File: src/rtl/supercar_hex_monitor.sv
// Receive-side checker for the Supercar sweep display: decodes HEX0..HEX3 back into
// lamp position and direction, measures per-step dwell, counts sweeps, flags protocol errors.
module supercar_hex_monitor #(
    parameter logic [6:0]  LIT_PATTERN   = 7'b0111111,
    parameter logic [6:0]  BLANK_PATTERN = 7'b1111111,
    parameter int unsigned CNT_W         = 28,
    parameter int unsigned SWP_W         = 16
) (
    input  logic             CLOCK_50,
    input  logic             RESET,
    input  logic [6:0]       HEX0,
    input  logic [6:0]       HEX1,
    input  logic [6:0]       HEX2,
    input  logic [6:0]       HEX3,
    input  logic             ERR_CLR,
    output logic [1:0]       POS,
    output logic             POS_VALID,
    output logic             DIR,
    output logic             STEP,
    output logic [CNT_W-1:0] LAST_DWELL,
    output logic [SWP_W-1:0] SWEEP_COUNT,
    output logic             ERR_PATTERN,
    output logic             ERR_JUMP,
    output logic             ERR_REVERSE
);

    localparam logic [CNT_W-1:0] DWELL_MAX = {CNT_W{1'b1}};

    logic [3:0][6:0]   hex_q, hex_d;
    logic              frame_vld_q, frame_vld_d;
    logic [1:0]        pos_q, pos_d;
    logic              pos_valid_q, pos_valid_d;
    logic              dir_q, dir_d;
    logic              step_q, step_d;
    logic [CNT_W-1:0]  last_dwell_q, last_dwell_d;
    logic [CNT_W-1:0]  dwell_cnt_q, dwell_cnt_d;
    logic [SWP_W-1:0]  sweep_q, sweep_d;
    logic              err_pattern_q, err_pattern_d;
    logic              err_jump_q, err_jump_d;
    logic              err_reverse_q, err_reverse_d;
    logic              hist_q, hist_d;
    logic              dir_ok_q, dir_ok_d;
    logic              dwell_ok_q, dwell_ok_d;

    logic [2:0]        lit_cnt;
    logic [2:0]        blank_cnt;
    logic [1:0]        new_pos;
    logic              legal;
    logic              adjacent;
    logic              step_dir;
    logic              at_end;

    // Frame decode of the registered digits
    always_comb begin
        lit_cnt   = 3'd0;
        blank_cnt = 3'd0;
        new_pos   = 2'd0;
        for (int i = 0; i < 4; i++) begin
            if (hex_q[i] == LIT_PATTERN) begin
                lit_cnt = lit_cnt + 3'd1;
                new_pos = 2'(i);
            end
            if (hex_q[i] == BLANK_PATTERN) begin
                blank_cnt = blank_cnt + 3'd1;
            end
        end
    end

    assign legal    = (lit_cnt == 3'd1) && (blank_cnt == 3'd3);
    assign adjacent = ({1'b0, new_pos} == {1'b0, pos_q} + 3'd1) ||
                      ({1'b0, pos_q} == {1'b0, new_pos} + 3'd1);
    assign step_dir = (new_pos < pos_q);
    assign at_end   = (pos_q == 2'd0) || (pos_q == 2'd3);

    // dwell_ok tracks whether the last position change was a STEP, so LAST_DWELL
    // only ever holds a true STEP-to-STEP distance
    always_comb begin
        hex_d         = {HEX3, HEX2, HEX1, HEX0};
        frame_vld_d   = 1'b1;
        pos_d         = pos_q;
        pos_valid_d   = pos_valid_q;
        dir_d         = dir_q;
        step_d        = 1'b0;
        last_dwell_d  = last_dwell_q;
        dwell_cnt_d   = dwell_cnt_q;
        sweep_d       = sweep_q;
        err_pattern_d = err_pattern_q & ~ERR_CLR;
        err_jump_d    = err_jump_q & ~ERR_CLR;
        err_reverse_d = err_reverse_q & ~ERR_CLR;
        hist_d        = hist_q;
        dir_ok_d      = dir_ok_q;
        dwell_ok_d    = dwell_ok_q;

        if (frame_vld_q) begin
            if (!legal) begin
                pos_valid_d   = 1'b0;
                err_pattern_d = 1'b1;
                hist_d        = 1'b0;
                dir_ok_d      = 1'b0;
                dwell_ok_d    = 1'b0;
            end else if (!hist_q) begin
                pos_d       = new_pos;
                pos_valid_d = 1'b1;
                hist_d      = 1'b1;
                dwell_cnt_d = CNT_W'(1);
            end else if (new_pos == pos_q) begin
                pos_valid_d = 1'b1;
                if (dwell_cnt_q != DWELL_MAX) begin
                    dwell_cnt_d = dwell_cnt_q + CNT_W'(1);
                end
            end else if (adjacent) begin
                pos_d       = new_pos;
                pos_valid_d = 1'b1;
                step_d      = 1'b1;
                dwell_cnt_d = CNT_W'(1);
                dwell_ok_d  = 1'b1;
                if (dwell_ok_q) begin
                    last_dwell_d = dwell_cnt_q;
                end
                if (!dir_ok_q) begin
                    dir_d    = step_dir;
                    dir_ok_d = 1'b1;
                end else if (step_dir != dir_q) begin
                    dir_d = step_dir;
                    if (at_end) begin
                        sweep_d = sweep_q + SWP_W'(1);
                    end else begin
                        err_reverse_d = 1'b1;
                    end
                end
            end else begin
                pos_d       = new_pos;
                pos_valid_d = 1'b1;
                err_jump_d  = 1'b1;
                dwell_cnt_d = CNT_W'(1);
                dwell_ok_d  = 1'b0;
            end
        end
    end

    always_ff @(posedge CLOCK_50 or posedge RESET) begin
        if (RESET) begin
            hex_q         <= '0;
            frame_vld_q   <= 1'b0;
            pos_q         <= 2'd0;
            pos_valid_q   <= 1'b0;
            dir_q         <= 1'b0;
            step_q        <= 1'b0;
            last_dwell_q  <= '0;
            dwell_cnt_q   <= '0;
            sweep_q       <= '0;
            err_pattern_q <= 1'b0;
            err_jump_q    <= 1'b0;
            err_reverse_q <= 1'b0;
            hist_q        <= 1'b0;
            dir_ok_q      <= 1'b0;
            dwell_ok_q    <= 1'b0;
        end else begin
            hex_q         <= hex_d;
            frame_vld_q   <= frame_vld_d;
            pos_q         <= pos_d;
            pos_valid_q   <= pos_valid_d;
            dir_q         <= dir_d;
            step_q        <= step_d;
            last_dwell_q  <= last_dwell_d;
            dwell_cnt_q   <= dwell_cnt_d;
            sweep_q       <= sweep_d;
            err_pattern_q <= err_pattern_d;
            err_jump_q    <= err_jump_d;
            err_reverse_q <= err_reverse_d;
            hist_q        <= hist_d;
            dir_ok_q      <= dir_ok_d;
            dwell_ok_q    <= dwell_ok_d;
        end
    end

    assign POS         = pos_q;
    assign POS_VALID   = pos_valid_q;
    assign DIR         = dir_q;
    assign STEP        = step_q;
    assign LAST_DWELL  = last_dwell_q;
    assign SWEEP_COUNT = sweep_q;
    assign ERR_PATTERN = err_pattern_q;
    assign ERR_JUMP    = err_jump_q;
    assign ERR_REVERSE = err_reverse_q;

endmodule

File: config.mk
export PLATFORM = sky130hd
export DESIGN_NAME = supercar_hex_monitor
export DESIGN_NICKNAME = d
export VERILOG_FILES = /design/src/rtl/supercar_hex_monitor.sv
export SDC_FILE = /design/constraint.sdc
export NUM_CORES = 1
export LEC_CHECK = 0
export CAP_MARGIN = 20
export CORE_ASPECT_RATIO = 1.75
export CORE_MARGIN = 3
export CORE_UTILIZATION = 42
export CTS_CLUSTER_DIAMETER = 120
export DETAILED_ROUTE_END_ITERATION = 6
export HOLD_SLACK_MARGIN = 0.02
export PLACE_DENSITY = 0.66
export SYNTH_ARGS = -nofsm -noshare
export SYNTH_HDL_FRONTEND = slang
export SYNTH_SLANG_ARGS = --single-unit
File: constraint.sdc
create_clock -name CLOCK_50 -period 4.5 [get_ports CLOCK_50]
set_input_delay 0.45 -clock CLOCK_50 [delete_from_list [all_inputs] [get_ports CLOCK_50]]
set_output_delay 0.45 -clock CLOCK_50 [all_outputs]
set_load 0.1 [all_outputs]
Word level (Yosys, flattened, before mapping)
Index checks and enable logic that the tools add are counted.
{"block": "word_totals", "reg_bits": 111, "input_bits": 31, "out_inout_bits": 52, "wordCells": 112}
{"block": "op_classes", "n_addsub": 10, "magnitude_cmp": 1, "eq_ne": 22, "mux": 46, "bitwise": 5, "reduce_logical": 11}
{"operator": "28-bit 2-to-1 mux", "count": 3}
{"operator": "1-bit 2-to-1 mux", "count": 33}
{"operator": "28-bit by 1-bit adder with 28-bit output, second input constant", "count": 1}
{"operator": "7-bit by 6-bit equality test with 1-bit output, second input constant", "count": 4}
{"operator": "7-bit equality test, second input constant", "count": 4}
{"operator": "28-bit != test, second input constant", "count": 1}
{"operator": "3-bit by 1-bit adder with 3-bit output, second input constant", "count": 6}
{"operator": "3-bit 2-to-1 mux", "count": 6}
{"operator": "16-bit by 1-bit adder with 16-bit output, second input constant", "count": 1}
{"operator": "6-bit AND reduction", "count": 2}
{"operator": "3-bit AND reduction", "count": 3}
{"operator": "2-bit 2-to-1 mux", "count": 4}
{"operator": "8-bit AND reduction", "count": 1}
{"operator": "2-bit by 1-bit adder with 3-bit output, second input constant", "count": 2}
{"operator": "2-bit by 3-bit equality test with 1-bit output", "count": 2}
{"operator": "2-bit != test, second input constant", "count": 3}
{"operator": "2-bit by 1-bit != test with 1-bit output, second input constant", "count": 2}
{"operator": "4-bit AND reduction", "count": 1}
{"operator": "1-bit AND", "count": 3}
{"operator": "3-bit by 1-bit equality test with 1-bit output, second input constant", "count": 1}
{"operator": "3-bit by 2-bit equality test with 1-bit output, second input constant", "count": 1}
{"operator": "3-bit by 2-bit != test with 1-bit output, second input constant", "count": 1}
{"operator": "2-bit equality test", "count": 1}
{"operator": "2-bit equality test, second input constant", "count": 1}
{"operator": "6 further kinds", "count": 8}

Logic depth before layout (Yosys ltp)
{"block": "depth", "ltp_word": 13, "ltp_mapped": 18, "depth_no_buf": 16}

Worst setup path before layout
No wires, ideal clock.
{"block": "synth_path", "path_type": "reg-to-reg", "from": "reg hex_q[10] (netlist bit)", "to": "reg last_dwell_q[0] (netlist: LAST_DWELL[0])", "setup_ps": 126, "arrival_ps": 3439, "t_required_ps": 4374, "path_slack_ps": 935, "path_stages_with_launch": 18, "n_path_buf": 2, "period_less_slack_ps": 3565, "cell_sequence": "dfrtp_1 > nand4_1 > nor3_1 > inv_1 > ha_1 > nor3_1 > or2_2 > ha_1 > inv_1 > nor4_1 > xnor2_1 > o2111ai_2 > nor2_1 > and3_1 > buf_4 > nand2_4 > buf_6 > mux2_2"}
{"block": "synth_via", "elab_chain_len": 9, "elab_cells_between_ends": 25, "classes_between": "5 x add/sub; 7 x eq/ne; 9 x mux; 1 x bitwise; 3 x reduce/logical"}
{"element": "start, declared", "line_no": "29", "rtl": "logic [3:0][6:0] hex_q, hex_d;"}
{"element": "start signal, assigned", "line_no": "143", "rtl": "hex_q <= '0;"}
{"element": "start signal, assigned", "line_no": "159", "rtl": "hex_q <= hex_d;"}
{"element": "7-bit by 6-bit equality test with 1-bit output / 7-bit equality test (equally long branches)", "line_no": "59, 63"}
{"element": "3-bit 2-to-1 mux (on tied branches)", "line_no": "59, 63"}
{"element": "3-bit by 1-bit adder with 3-bit output (on tied branches)", "line_no": "60, 64"}
{"element": "3-bit 2-to-1 mux (on tied branches)", "line_no": "59, 63"}
{"element": "3-bit by 1-bit adder with 3-bit output (on tied branches)", "line_no": "60, 64"}
{"element": "3-bit 2-to-1 mux (on tied branches)", "line_no": "59, 63"}
{"element": "3-bit by 1-bit equality test with 1-bit output / 3-bit by 2-bit equality test with 1-bit output (equally long branches)", "line_no": "69", "rtl": "assign legal = (lit_cnt == 3'd1) && (blank_cnt == 3'd3);"}
{"element": "1-bit logical AND", "line_no": "69"}
{"element": "6-bit AND reduction (no line) (*)"}
{"element": "end signal, assigned", "line_no": "165", "rtl": "last_dwell_q <= last_dwell_d;"}
{"element": "end, declared", "line_no": "35", "rtl": "logic [CNT_W-1:0] last_dwell_q, last_dwell_d;"}
Every way passes the cells marked *; elsewhere a longest branch is shown, timed or not.
A chain may end at the register's enable or synchronous reset.

Worst setup path in the final report
{"block": "layout_path", "from": "reg hex_q[10] (netlist bit)", "to": "reg dwell_cnt_q[12]"}
{"block": "layout_via", "elab_chain_len": 9, "elab_cells_between_ends": 23, "classes_between": "4 x add/sub; 6 x eq/ne; 11 x mux; 2 x reduce/logical"}
{"element": "7-bit by 6-bit equality test with 1-bit output / 7-bit equality test (equally long branches)", "line_no": "59, 63"}
{"element": "3-bit 2-to-1 mux (on tied branches)", "line_no": "59, 63"}
{"element": "3-bit by 1-bit adder with 3-bit output (on tied branches)", "line_no": "60, 64"}
{"element": "3-bit 2-to-1 mux (on tied branches)", "line_no": "59, 63"}
{"element": "3-bit by 1-bit adder with 3-bit output (on tied branches)", "line_no": "60, 64"}
{"element": "3-bit 2-to-1 mux (on tied branches)", "line_no": "59, 63"}
{"element": "3-bit by 1-bit equality test with 1-bit output / 3-bit by 2-bit equality test with 1-bit output (equally long branches)", "line_no": "69"}
{"element": "1-bit logical AND", "line_no": "69"}
{"element": "3-bit AND reduction (no line)"}
{"element": "end signal, assigned", "line_no": "166", "rtl": "dwell_cnt_q <= dwell_cnt_d;"}
{"element": "end, declared", "line_no": "36", "rtl": "logic [CNT_W-1:0] dwell_cnt_q, dwell_cnt_d;"}
Several ways; a longest one is shown, not always the timed one.

==> qor.txt <==
overall power: 1.89 mW
Routed WL: 9.68 mm
clock-pin slew on the worst setup and hold paths: 70 ps
area of the multi-input gates: 0.00197 mm²
commonest non-fill, non-tap cell in the layout: dfrtp_1
Core Area: 0.0112 mm²
number of flops mapped to enable cells by yosys: 0
period utilisation layout: 88.6%
post-DR vias/cell: 5.29
final-report hold violation count: 0
fin util: 54.9%
Worst R2R Setup Slack: 510 ps
grt total ovfl: 0
Post-synth top flop: dfrtp_1
Syn Inst Count: 421
drt wl/cell: 15.0 µm
total track usage: 16.1%
CTS tree: yes
DRC: 0
gp weighted congestion: 0.787
sequential cell area: 0.00278 mm²
most frequent cells in the layout: 111 x dfrtp_1, 82 x clkdlybuf4s50_1, 34 x nor2_1
DRT Pass-1 Iters: 6
Clock Latency Late Sink: 340 ps
antenna violations before repair: 0
setup_tns: 0 ps
fraction of layout cells with a size suffix above 1: 12.7%
die span in y: 149 µm
Cell variety after synth: 47
Syn Area/Cell: 11.6 µm²
Setup-failing EPs final: 0
most area-consuming cells after synthesis: dfrtp_1 57%, mux2_2 6.9%, xor2_1 4.1%, xnor2_1 3.0%, ha_1 2.8%
Starting DRT DRC Count: 109
Routed Antenna Nets: 0
Root Driver: clkbuf_16
largest area contributor in the netlist: dfrtp_1
Tightest Pin Transition: 990 ps
path type of the worst setup path: flip-flop to flip-flop
clock skew: 9.40 ps
port buffer count: 82
Peak Freq: 0.251 GHz
first-pass GRT wire length: 16.5 mm
starting density of the core: 43.5%
Leak: 2.84 nW
Syn. warnings: 0
share of the synthesized area in the top cell type: 56.8%
Synth Cell Area: 0.00489 mm²
Post-CTS Hold Buffers: 0
Inserted Clock Buffers: 9
maximum fanout along the worst path: 14
Setup crit end kind: flip-flop
fillers: 997
H-Tree Depth: 3
# clock sinks: 111
RSZ-0062 raised after global routing: no
FP Rows: 51
WP data required: 4760 ps
pin count of the biggest net entering global routing: 43
Worst slew margin: 33.8%
Syn Nets: 463
Slew Limit Fails: 0
Antenna diodes: 0
fin cells: 644
CP Launch Type: flip-flop
number of global-route vias before repair: 3371
Cell Pwr Density: 306 mW/mm²
Post-Place Cells: 628
post-synthesis sequential area ratio: 56.8%
area of the die: 0.0130 mm²
Synth async-reset ratio: 100%
Seq cells post-synth: 111
DP HPWL: 7.16 mm
maximum VDD drop: 0.000202 V
die width: 87.5 µm
Top Ports: 83
via count: 3405
Worst EP arrival: 4250 ps
Max Cap Violations: 0
Clock Tree Buf Depth: 2
min-delay worst type: input pin to asynchronous set/reset pin
run status: finished, final reports clean
fin nets: 549
Area growth syn-to-layout: 26.1%
min cycle time layout: 3990 ps
==> synth_stat cells, types with 6 or more instances <==
master and instances:
a21oi_1 13, nand4_1 19, nand2_1 24, ha_1 11, xor2_1 23, nor3b_1 6
nand3_1 16, dfrtp_1 111, o31ai_1 6, inv_1 21, and3_1 15, xnor2_1 17
nor2_1 35, clkbuf_1 7, mux2_2 30, nor3_1 8
==> power breakdown <==
group / switching (mW) / internal, mW / total [mW]
logic: 0.0343 / 0.0286 / 0.0630
registers: 0.00570 / 1.01 / 1.02
clock network: 0.357 / 0.449 / 0.806
total: 0.397 / 1.49 / 1.89
==> worst max-delay path, stage by stage, from the launching register on <==
cell	delay, ps
dfrtp_1	330
nand4_1	120
nor3_1	370
inv_1	90
ha_1	350
nor3_1	330
or2_2	170
ha_1	150
inv_1	50
nor4_1	330
xnor2_1	180
o2111ai_2	240
nor4_4	290
nand2_1	280
or4_1	490
a21oi_1	150
==> cells by family (layout without fill, tap and decap cells) <==
group	count (synthesis)	after routing	share of synthesized area, %
AND/OR/NAND/NOR	157	157	17.7
other	1	1	0.0767
flip-flops	111	111	56.8
AO/OA/AOI/OAI	36	36	5.07
XOR/XNOR	40	40	7.17
multiplexers	32	32	7.32
buffers and inverters	33	124	2.97
adder cells (fa/ha/maj)	11	11	2.82
==> layout make-up <==
cell class                 instances  area share (%)
timing repair buffer              87            13.9
clock inverter                     6            1.14
multi-input combinational        277            32.0
tap                              132            2.68
inverter                          21            1.32
clock buffer                      10            3.88
sequential                       111            45.1
==> registers in the layout (all words and copies together) (netlist names), 2 cells and up <==
| signal | cells |
|---|---|
| SWEEP_COUNT | 16 |
| dwell_cnt_q | 28 |
| POS | 2 |
| hex_q | 28 |
| LAST_DWELL | 28 |
==> what timing repair did <==
action | CTS | global route
gates resized for setup | 0 | 1
endpoints found under the setup margin | 0 | 1
buffers inserted | 0 | 0
==> metrics by stage <==
stage | cell area [µm²] | setup WS, ps | hold WS [ps]
after CTS | 6160 | 465 | 477
after floorplan | 4890 | 935 | 468
after global routing | 6160 | 54.6 | 499
after global placement | 5850 | 675 | 463
final | 6160 | 513 | 462
after detailed placement | 5850 | 479 | 469
==> routing by layer <==
| layer | wire length (µm) | global-route usage, % | vias up |
|---|---|---|---|
| li1 | - | - | 1647 |
| met1 | 3840 | 19.7 | 1672 |
| met2 | 5240 | 27.4 | 70 |
| met3 | 343 | 3.16 | 16 |
| met4 | 252 | 6.61 | 0 |
| met5 | 0 | 0 | - |
==> final timing paths <==
| path | startpoint | to | cells past startpoint |
|---|---|---|---|
| max | hex_q[10] | dwell_cnt_q[12] | 15 |
| min in group CLOCK_50 | SWEEP_COUNT[15] | SWEEP_COUNT[15] | 1 |
| min | RESET | hex_q[16] | 2 |
| max in group asynchronous | RESET | dwell_ok_q | 3 |
| min reg2reg | SWEEP_COUNT[15] | SWEEP_COUNT[15] | 1 |
| max reg2reg | hex_q[10] | dwell_cnt_q[12] | 15 |
(Power assumes the default switching activity.)
